## src/rtl/marker_overlay.sv

```systemverilog
`default_nettype none
// ============================================================================
//  Module      : marker_overlay
//  Description : Draws a crosshair marker at a centroid coordinate onto a
//                12-bit pixel stream. The coordinate is accepted at any time.
//                It becomes the drawn marker only at the next frame start,
//                so a frame is never torn between two positions.
//  Revision    : 1.0  initial release
// ----------------------------------------------------------------------------
//  Ports
//    iCLK            in   1   pixel clock
//    iRST            in   1   asynchronous active-high reset
//    iX / iY         in   11  marker column / row
//    iVALID_COORD    in   1   strobe, iX/iY valid this cycle
//    iColor          in   12  input pixel
//    iDVAL           in   1   input pixel valid
//    oColor          out  12  output pixel (input or MARKER_COLOR)
//    oDVAL           out  1   output pixel valid (iDVAL delayed one cycle)
//    oMARKER_ACTIVE  out  1   marker currently shown
//  Optional feature macro
//    MARKER_TIMEOUT_EN : hide the marker after TIMEOUT_FRAMES frames without
//                        a new coordinate.
// ============================================================================
module marker_overlay #(
    parameter int          FRAME_W      = 480,
    parameter int          FRAME_H      = 640,
    parameter int          ARM          = 8,
    parameter logic [11:0] MARKER_COLOR = 12'hF00
`ifdef MARKER_TIMEOUT_EN
    ,
    parameter int          TIMEOUT_FRAMES = 4
`endif
) (
    input  logic        iCLK,
    input  logic        iRST,
    input  logic [10:0] iX,
    input  logic [10:0] iY,
    input  logic        iVALID_COORD,
    input  logic [11:0] iColor,
    input  logic        iDVAL,
    output logic [11:0] oColor,
    output logic        oDVAL,
    output logic        oMARKER_ACTIVE
);

    localparam logic [10:0]        LAST_COL = 11'(FRAME_W - 1);
    localparam logic [10:0]        LAST_ROW = 11'(FRAME_H - 1);
    localparam logic signed [11:0] ARM_S    = 12'(ARM);

    typedef enum logic [1:0] {
        NO_COORD = 2'd0,
        PENDING  = 2'd1,
        SHOW     = 2'd2
    } state_t;

    state_t      state_q, state_d;
    logic [10:0] col_q, col_d, row_q, row_d;
    logic [10:0] pend_x_q, pend_x_d, pend_y_q, pend_y_d;
    logic        pend_v_q, pend_v_d;
    logic [10:0] act_x_q, act_x_d, act_y_q, act_y_d;
    logic [11:0] color_q, color_d;
    logic        dval_q, dval_d;
    logic        active_q, active_d;

    logic               fs;
    logic               accept;
    logic               load;
    logic               hit;
    logic signed [11:0] dx, dy;

`ifdef MARKER_TIMEOUT_EN
    localparam int          CNT_W   = $clog2(TIMEOUT_FRAMES + 1);
    localparam logic [CNT_W-1:0] CNT_MAX = CNT_W'(TIMEOUT_FRAMES);
    logic [CNT_W-1:0] frame_cnt_q, frame_cnt_d, frame_cnt_inc;
`endif

    always_comb begin
        col_d    = col_q;
        row_d    = row_q;
        pend_x_d = pend_x_q;
        pend_y_d = pend_y_q;
        pend_v_d = pend_v_q;
        act_x_d  = act_x_q;
        act_y_d  = act_y_q;
        state_d  = state_q;

        fs     = iDVAL && (col_q == 11'd0) && (row_q == 11'd0);
        accept = iVALID_COORD && (iX < 11'(FRAME_W)) && (iY < 11'(FRAME_H));
        // A frame start swaps in a new coordinate either from the pending
        // register or straight from a strobe arriving on that very cycle.
        load   = fs && (accept || pend_v_q);

        if (iDVAL) begin
            if (col_q == LAST_COL) begin
                col_d = 11'd0;
                row_d = (row_q == LAST_ROW) ? 11'd0 : row_q + 11'd1;
            end else begin
                col_d = col_q + 11'd1;
            end
        end

        if (fs) begin
            if (accept) begin
                act_x_d = iX;
                act_y_d = iY;
            end else if (pend_v_q) begin
                act_x_d = pend_x_q;
                act_y_d = pend_y_q;
            end
            pend_v_d = 1'b0;
        end else if (accept) begin
            pend_x_d = iX;
            pend_y_d = iY;
            pend_v_d = 1'b1;
        end

`ifdef MARKER_TIMEOUT_EN
        frame_cnt_d   = frame_cnt_q;
        frame_cnt_inc = (frame_cnt_q == CNT_MAX) ? frame_cnt_q : frame_cnt_q + 1'b1;
        // The count is the number of frames the current coordinate has been
        // shown; loading a new coordinate restarts it.
        if (fs && (state_q == SHOW)) begin
            frame_cnt_d = load ? '0 : frame_cnt_inc;
        end else if (accept) begin
            frame_cnt_d = '0;
        end
`endif

        case (state_q)
            NO_COORD: begin
                if (load)        state_d = SHOW;
                else if (accept) state_d = PENDING;
            end
            PENDING: begin
                if (fs) state_d = SHOW;
            end
            SHOW: begin
`ifdef MARKER_TIMEOUT_EN
                if (fs && !load && (frame_cnt_inc == CNT_MAX)) state_d = NO_COORD;
`endif
            end
            default: state_d = NO_COORD;
        endcase

        // Decisions use the post-update state/coord so the frame-start pixel
        // already belongs to the new frame's marker.
        dx  = $signed({1'b0, col_q}) - $signed({1'b0, act_x_d});
        dy  = $signed({1'b0, row_q}) - $signed({1'b0, act_y_d});
        hit = (state_d == SHOW) &&
              (((dy == 12'sd0) && (dx >= -ARM_S) && (dx <= ARM_S)) ||
               ((dx == 12'sd0) && (dy >= -ARM_S) && (dy <= ARM_S)));

        dval_d   = iDVAL;
        color_d  = iDVAL ? (hit ? MARKER_COLOR : iColor) : color_q;
        active_d = (state_d == SHOW);
    end

    always_ff @(posedge iCLK or posedge iRST) begin
        if (iRST) begin
            state_q  <= NO_COORD;
            col_q    <= 11'd0;
            row_q    <= 11'd0;
            pend_x_q <= 11'd0;
            pend_y_q <= 11'd0;
            pend_v_q <= 1'b0;
            act_x_q  <= 11'd0;
            act_y_q  <= 11'd0;
            color_q  <= 12'd0;
            dval_q   <= 1'b0;
            active_q <= 1'b0;
        end else begin
            state_q  <= state_d;
            col_q    <= col_d;
            row_q    <= row_d;
            pend_x_q <= pend_x_d;
            pend_y_q <= pend_y_d;
            pend_v_q <= pend_v_d;
            act_x_q  <= act_x_d;
            act_y_q  <= act_y_d;
            color_q  <= color_d;
            dval_q   <= dval_d;
            active_q <= active_d;
        end
    end

`ifdef MARKER_TIMEOUT_EN
    always_ff @(posedge iCLK or posedge iRST) begin
        if (iRST) frame_cnt_q <= '0;
        else      frame_cnt_q <= frame_cnt_d;
    end
`endif

    assign oColor         = color_q;
    assign oDVAL          = dval_q;
    assign oMARKER_ACTIVE = active_q;

endmodule
`default_nettype wire

```

## config.mk

```make
export PLATFORM = sky130hd
export DESIGN_NAME = marker_overlay
export DESIGN_NICKNAME = d
export VERILOG_FILES = /design/src/rtl/marker_overlay.sv
export SDC_FILE = /design/constraint.sdc
export NUM_CORES = 1
export LEC_CHECK = 0
export BUFFER_PORTS_ARGS = -buffer_cell sky130_fd_sc_hd__buf_2
export CAP_MARGIN = 25
export CORE_MARGIN = 5
export CORE_UTILIZATION = 30
export CTS_CLUSTER_SIZE = 40
export DETAILED_ROUTE_END_ITERATION = 16
export GPL_ROUTABILITY_DRIVEN = 1
export PLACE_DENSITY = 0.52
export SLEW_MARGIN = 15
export SYNTH_ARGS = -nofsm -noshare
export SYNTH_HDL_FRONTEND = slang
export SYNTH_SLANG_ARGS = --single-unit
```

## constraint.sdc

```tcl
create_clock -name iCLK -period 5.94 [get_ports iCLK]
set_clock_uncertainty 0.1 [all_clocks]
set_input_delay 0.594 -clock iCLK [delete_from_list [all_inputs] [get_ports iCLK]]
set_output_delay 0.594 -clock iCLK [all_outputs]
set_load 0.01 [all_outputs]
```

After elaboration in Yosys (flattened, before gate mapping)
Index checks and enable logic that the tools add are counted.
{"block": "word_totals", "elab_cells": 62, "inputBits": 38, "out_inout_bits": 14, "regBits": 83}
{"block": "op_classes", "n_reduce_logical": 20, "order_cmp": 6, "eq_ne": 5, "n_mux": 15, "bitwise_logic": 1, "addsub": 4}
{"cell": "11-bit two-way mux", "n": 8}
{"cell": "12-bit by 4-bit greater-or-equal comparator with 1-bit output (second input constant)", "n": 2}
{"cell": "12-bit by 5-bit less-or-equal comparator with 1-bit output (second input constant)", "n": 2}
{"cell": "12-bit logical NOT", "n": 2}
{"cell": "11-bit by 11-bit subtractor with 12-bit output", "n": 2}
{"cell": "11-bit by 1-bit adder with 11-bit output (second input constant)", "n": 2}
{"cell": "11-bit logical NOT", "n": 2}
{"cell": "12-bit two-way mux", "n": 1}
{"cell": "11-bit by 10-bit equality test with 1-bit output (second input constant)", "n": 1}
{"cell": "11-bit by 9-bit equality test with 1-bit output (second input constant)", "n": 1}
{"cell": "11-bit by 10-bit < comparator with 1-bit output (second input constant)", "n": 1}
{"cell": "11-bit by 9-bit < comparator with 1-bit output (second input constant)", "n": 1}
{"cell": "1-bit logical AND", "n": 10}
{"cell": "2-bit two-way mux", "n": 3}
{"cell": "2-bit one-hot mux with 3 select lines", "n": 1}
{"cell": "2-bit equality test (second input constant)", "n": 2}
{"cell": "2-bit AND reduction", "n": 2}
{"cell": "2-bit by 1-bit equality test with 1-bit output (second input constant)", "n": 1}
{"cell": "2-bit logical NOT", "n": 1}
{"cell": "1-bit logical OR", "n": 2}
{"cell": "1-bit two-way mux", "n": 2}
{"cell": "2-bit nonzero test", "n": 1}
{"cell": "1-bit NOT", "n": 1}

Longest topological paths before layout
{"block": "logic_depth", "ltp_word": 12, "mapped_depth": 22, "mapped_depth_nobuf": 19}

Least setup slack after synthesis
Ideal clock, no wire load.
{"block": "synth_timing", "path_kind": "input -> register", "start": "input iX[9]", "end": "register color_q[0], in the netlist oColor[0]", "required_time_ns": 5.722, "path_stages": 19, "setup_time_ns": 0.118, "path_buffers": 3, "slack_ns": 0.315, "arrival_time_ns": 5.407, "cell_sequence": "nor4b_4 a31oi_2 or3_1 buf_2 clkbuf_1 o21a_1 ha_1 a21o_1 a211oi_1 a21oi_1 xnor2_1 a311o_1 or4b_1 o2bb2a_1 a311o_1 or4_4 a21oi_2 buf_6 nor2_1"}
{"block": "synth_via", "elab_chain_len": 12, "elab_cells_between_ends": 28}
{"element": "start, declared", "line": "36", "text": "input logic [10:0] iX,"}
{"element": "11-bit by 9-bit < comparator with 1-bit output", "line": "88", "text": "accept = iVALID_COORD && (iX < 11'(FRAME_W)) && (iY < 11'(FRAME_H));"}
{"element": "1-bit logical AND (2 in a row)", "line": "88"}
{"element": "11-bit two-way mux", "line": "103", "text": "if (accept) begin"}
{"element": "11-bit two-way mux", "line": "102", "text": "if (fs) begin"}
{"element": "11-bit by 11-bit subtractor with 12-bit output (on tied branches)", "line": "147, 148"}
{"element": "12-bit by 4-bit greater-or-equal comparator with 1-bit output, or another cell as far along", "line": "150", "text": "(((dy == 12'sd0) && (dx >= -ARM_S) && (dx <= ARM_S)) ||"}
{"element": "1-bit logical AND (on tied branches) (2 in a row)", "line": "150, 151"}
{"element": "1-bit logical OR", "line": "150"}
{"element": "1-bit logical AND *", "line": "149", "text": "hit = (state_d == SHOW) &&"}
{"element": "12-bit two-way mux *", "line": "154", "text": "color_d = iDVAL ? (hit ? MARKER_COLOR : iColor) : color_q;"}
{"element": "end signal, assigned", "line": "180", "text": "color_q <= color_d;"}
{"element": "end, declared", "line": "61", "text": "logic [11:0] color_q, color_d;"}
Mark *: on every way between the ends. The rest lies on a longest branch, timed or not.
A chain may end at the register's enable or synchronous reset.

Worst setup path after layout
{"block": "layout_timing", "start": "register col_q[3]", "end": "register color_q[6], in the netlist oColor[6]"}
{"block": "layout_via", "elab_chain_len": 11, "elab_cells_between_ends": 25}
{"element": "start, declared", "line": "57", "text": "logic [10:0] col_q, col_d, row_q, row_d;"}
{"element": "start signal, assigned", "line": "173", "text": "col_q <= col_d;"}
{"element": "11-bit logical NOT *", "line": "87", "text": "fs = iDVAL && (col_q == 11'd0) && (row_q == 11'd0);"}
{"element": "1-bit logical AND * (2 in a row)", "line": "87"}
{"element": "11-bit two-way mux *", "line": "102"}
{"element": "named net act_y_d[0]", "line": "60", "text": "logic [10:0] act_x_q, act_x_d, act_y_q, act_y_d;"}
{"element": "11-bit by 11-bit subtractor with 12-bit output *", "line": "148", "text": "dy = $signed({1'b0, row_q}) - $signed({1'b0, act_y_d});"}
{"element": "12-bit by 4-bit greater-or-equal comparator with 1-bit output / 12-bit logical NOT (equally long branches)", "line": "151, 150"}
{"element": "1-bit logical AND (on tied branches) (2 in a row)", "line": "151, 150"}
{"element": "1-bit logical OR *", "line": "150"}
{"element": "1-bit logical AND *", "line": "149"}
{"element": "12-bit two-way mux *", "line": "154"}
Mark *: on every way through the listed nets, which the timed path passes. The rest lies on a longest branch.

==> impl_metrics.env <==
export IMPL_core_area_um2=17300
export IMPL_cts_root_buffer="clkbuf_16"
export IMPL_netlist_area_um2=5270
export IMPL_synth_cells=547
export IMPL_cp_depth=20
export IMPL_path_class="reg2reg"
export IMPL_cts_buffer_depth=2
export IMPL_tritoncts="built"
export IMPL_power_frac_clock_pct=28.6
export IMPL_initial_utilization_pct=30.5
export IMPL_p_per_area_nw_per_um2=304
export IMPL_numClockSinks=83
export IMPL_async_reset_ff_share_pct=100
export IMPL_fillers=1751
export IMPL_numCtsBuffers=9
export IMPL_cp_start_kind="flop"
export IMPL_end_kind="flop"
export IMPL_fmax_ghz=0.179
export IMPL_p_seq_share_pct=37.5
export IMPL_rsz0062_at_grt="false"
export IMPL_die_w_um=143
export IMPL_nets=672
export IMPL_worstPathCellList="nor3b_1 -> nand4_1 -> buf_4 -> nor3_2 -> nor2_1 -> a31oi_2 -> ha_1 -> fa_1 -> nor2b_1 -> o31a_1 -> o21a_1 -> o311a_1 -> nor2_1 -> or4b_1 -> o2bb2a_1 -> a311o_1 -> or4_4 -> a21oi_2 -> buf_4 -> nor2_1"
export IMPL_cpPeakStageDelay_ps=500
export IMPL_drt_iter0_drc=217
export IMPL_seq_area_um2=2080
export IMPL_fin_cells=836
export IMPL_worst_path_buf_inv=2
export IMPL_top_layer="met4"
export IMPL_yosysSeqAreaShare_pct=39.4
export IMPL_antenna_cells=0
export IMPL_cp_max_fo=12
export IMPL_drive_gt1_share_pct=21.6
export IMPL_gr_usage_all_layers_pct=13.1
export IMPL_antenna_left=0
export IMPL_syn_nets=613
export IMPL_critPathLaunch="col_q[3]$_DFFE_PP0P_"
export IMPL_synth_enable_flop_cells=0
export IMPL_grt_pass1_wl_um=21300
export IMPL_switching_share_pct=34.5
export IMPL_wl_met1_um=6290
export IMPL_grt_max_degree=60
export IMPL_hold_violations=0
export IMPL_antenna_found_initial=0
export IMPL_fin_crit_sh_pct=94.0
export IMPL_setup_viol_count_final=0
export IMPL_rr_worst_depth=20
export IMPL_irDropWorstVdd_mv=0.162
export IMPL_wl_met2_um=5500
export IMPL_crit_top_cell="nor2_1"
export IMPL_detailed_place_hpwl_um=9790
export IMPL_rows=48
export IMPL_io_pins=52
export IMPL_h_tree_depth=3
export IMPL_min_period_ps=5580
export IMPL_power_frac_comb_pct=34.0
export IMPL_avgSynthCellArea_um2=9.64
export IMPL_fp_dieH_um=143
export IMPL_ys_seq_elements=83
export IMPL_r2r_start="col_q[3]$_DFFE_PP0P_"
export IMPL_io_buffers=51
export IMPL_drc=0
export IMPL_dieArea_um2=20300
export IMPL_vias_per_cell=5.01
export IMPL_routedWlPerCell_um=15.2
export IMPL_yosysWarnings=0
export IMPL_fin_setup_tns_ps=0
export IMPL_timing_slew_headroom_pct=38.8
export IMPL_worst_pin_slew_ps=916
export IMPL_clkTransAtPathRegs_ps=70
export IMPL_hold_buffers=0
export IMPL_synth_cell_types=76
export IMPL_crit_family="simple AND/OR/NAND/NOR gates"
export IMPL_final_common_cell="dfrtp_1"
export IMPL_cp_data_required_time_ps=6070
export IMPL_outcome="finished, final reports clean"
export IMPL_drtPass1Iterations=4
export IMPL_slew_violations=0
export IMPL_most_common_layout_cells="dfrtp_1, nand2_1, buf_2"
export IMPL_hp_class="in2async"
export IMPL_dp_cells=820
export IMPL_wirelength_um=12700
export IMPL_maxCapViolations=0
export IMPL_p_leak_nw=2.97
export IMPL_multiInputGateArea_um2=2960
export IMPL_grt_overflow_total=0
export IMPL_grt_pass1_vias=4300
export IMPL_dr_wl_met3_um=684
export IMPL_switchingPower_mw=0.645
export IMPL_clk_insertion_delay_late_ps=350
export IMPL_p_int_mw=1.22
export IMPL_synth_flop_cell="dfrtp_1"
export IMPL_gp_congestion=0.868
export IMPL_cpMaxStageDelayCell="dfrtp_1"
export IMPL_syn_to_final_growth_pct=16.6
export IMPL_crit_arrival_ps=5720
export IMPL_vias=4192
## per-layer routing
metal	global-route usage, %	vias up
li1	-	2089
met1	18.1	1993
met2	20.1	92
met3	3.23	18
met4	4.30	0
met5	0	-
## cells by family after synthesis
kind of cell | Yosys count | share of synthesized area, %
AO/OA/AOI/OAI | 118 | 16.3
XOR/XNOR | 27 | 4.49
flip-flops | 83 | 39.4
adder cells (fa/ha/maj) | 29 | 7.14
buffers and inverters | 55 | 4.87
multiplexers | 43 | 8.62
AND/OR/NAND/NOR | 192 | 19.2
## cells in the mapped netlist, drive strengths merged (6+ instances only)
master	instances	area share [%]
a211oi	7	1.0
a21o	9	1.4
a21oi	18	2.0
and3	8	1.0
buf	11	1.6
clkbuf	11	0.81
dfrtp	83	39
ha	26	6.2
inv	32	2.3
mux2	19	4.1
mux2i	24	4.6
nand2	51	3.6
nand3	19	1.8
nand4	18	2.1
nor2	41	2.9
nor2b	9	1.1
nor3	11	1.2
nor4	6	0.95
o21a	22	3.1
o21ai	21	2.0
xnor2	16	2.7
xor2	11	1.8
## metrics by stage
stage / hold slack [ps] / setup WS [ps] / utilization [%] / total power, mW / instance area (um2)
final: 191 / 355 / 35.5 / 1.87 / 6150
after global routing: 220 / 16.1 / 35.5 / 2.00 / 6150
after CTS: 197 / 240 / 35.4 / 1.89 / 6130
after detailed placement: 371 / 72.4 / 33.8 / 1.34 / 5840
after global placement: 365 / 130 / 33.6 / 1.33 / 5820
after floorplan: 353 / 315 / - / 1.18 / 5270
## flip-flops by register name, indices dropped and copies added (netlist names)
| signal | count |
|---|---|
| act_x_q | 11 |
| act_y_q | 11 |
| col_q | 11 |
| oColor | 12 |
| oDVAL | 1 |
| oMARKER_ACTIVE | 1 |
| pend_v_q | 1 |
| pend_x_q | 11 |
| pend_y_q | 11 |
| row_q | 11 |
| state_q | 2 |
## worst reg2reg max path, stage by stage, from the launching register on
cell      delay (ps)
dfrtp_1          500
nor3b_1          350
nand4_1          240
buf_4            220
nor3_2           230
nor2_1            90
a31oi_2          240
ha_1             240
fa_1             220
nor2b_1           70
o31a_1           310
o21a_1           240
o311a_1          350
nor2_1           100
or4b_1           470
o2bb2a_1         310
a311o_1          340
or4_4            420
a21oi_2          170
buf_4            200
nor2_1            70
## power by group through the flow
stage / clock network [mW] / logic [mW] / registers (mW)
final: 0.533 / 0.635 / 0.700
after floorplan: 0 / 0.491 / 0.690
after detailed placement: 0 / 0.634 / 0.708
after global placement: 0 / 0.621 / 0.706
after CTS: 0.550 / 0.638 / 0.698
after global routing: 0.578 / 0.713 / 0.709
## final timing paths
| kind | slack [ps] | endpoint |
|---|---|---|
| max in group asynchronous | 4920 | act_x_q[8]$_DFF_PP0_ |
| worst max-delay path | 360 | oColor[6]$_DFFE_PP0P_ |
| min in group iCLK | 360 | oColor[10]$_DFFE_PP0P_ |
| worst min register to register | 380 | state_q[0]$_DFF_PP0_ |
| worst min-delay path | 190 | oColor[0]$_DFFE_PP0P_ |
| worst max register to register | 360 | oColor[6]$_DFFE_PP0P_ |
## cell type report
class | instances | area share (%)
Sequential cell | 83 | 33.8
Inverter | 32 | 1.97
Clock inverter | 6 | 0.733
Clock buffer | 10 | 3.89
Tap cell | 225 | 4.58
Timing Repair Buffer | 71 | 6.92
Multi-Input combinational cell | 409 | 48.1
## repair_timing
item | 4_1_cts | 5_1_grt
endpoints found under the setup margin | 0 | 12
buffers inserted | 0 | 0
gates resized for setup | 0 | 4
No activity file was read; power rests on OpenSTA's default activity.
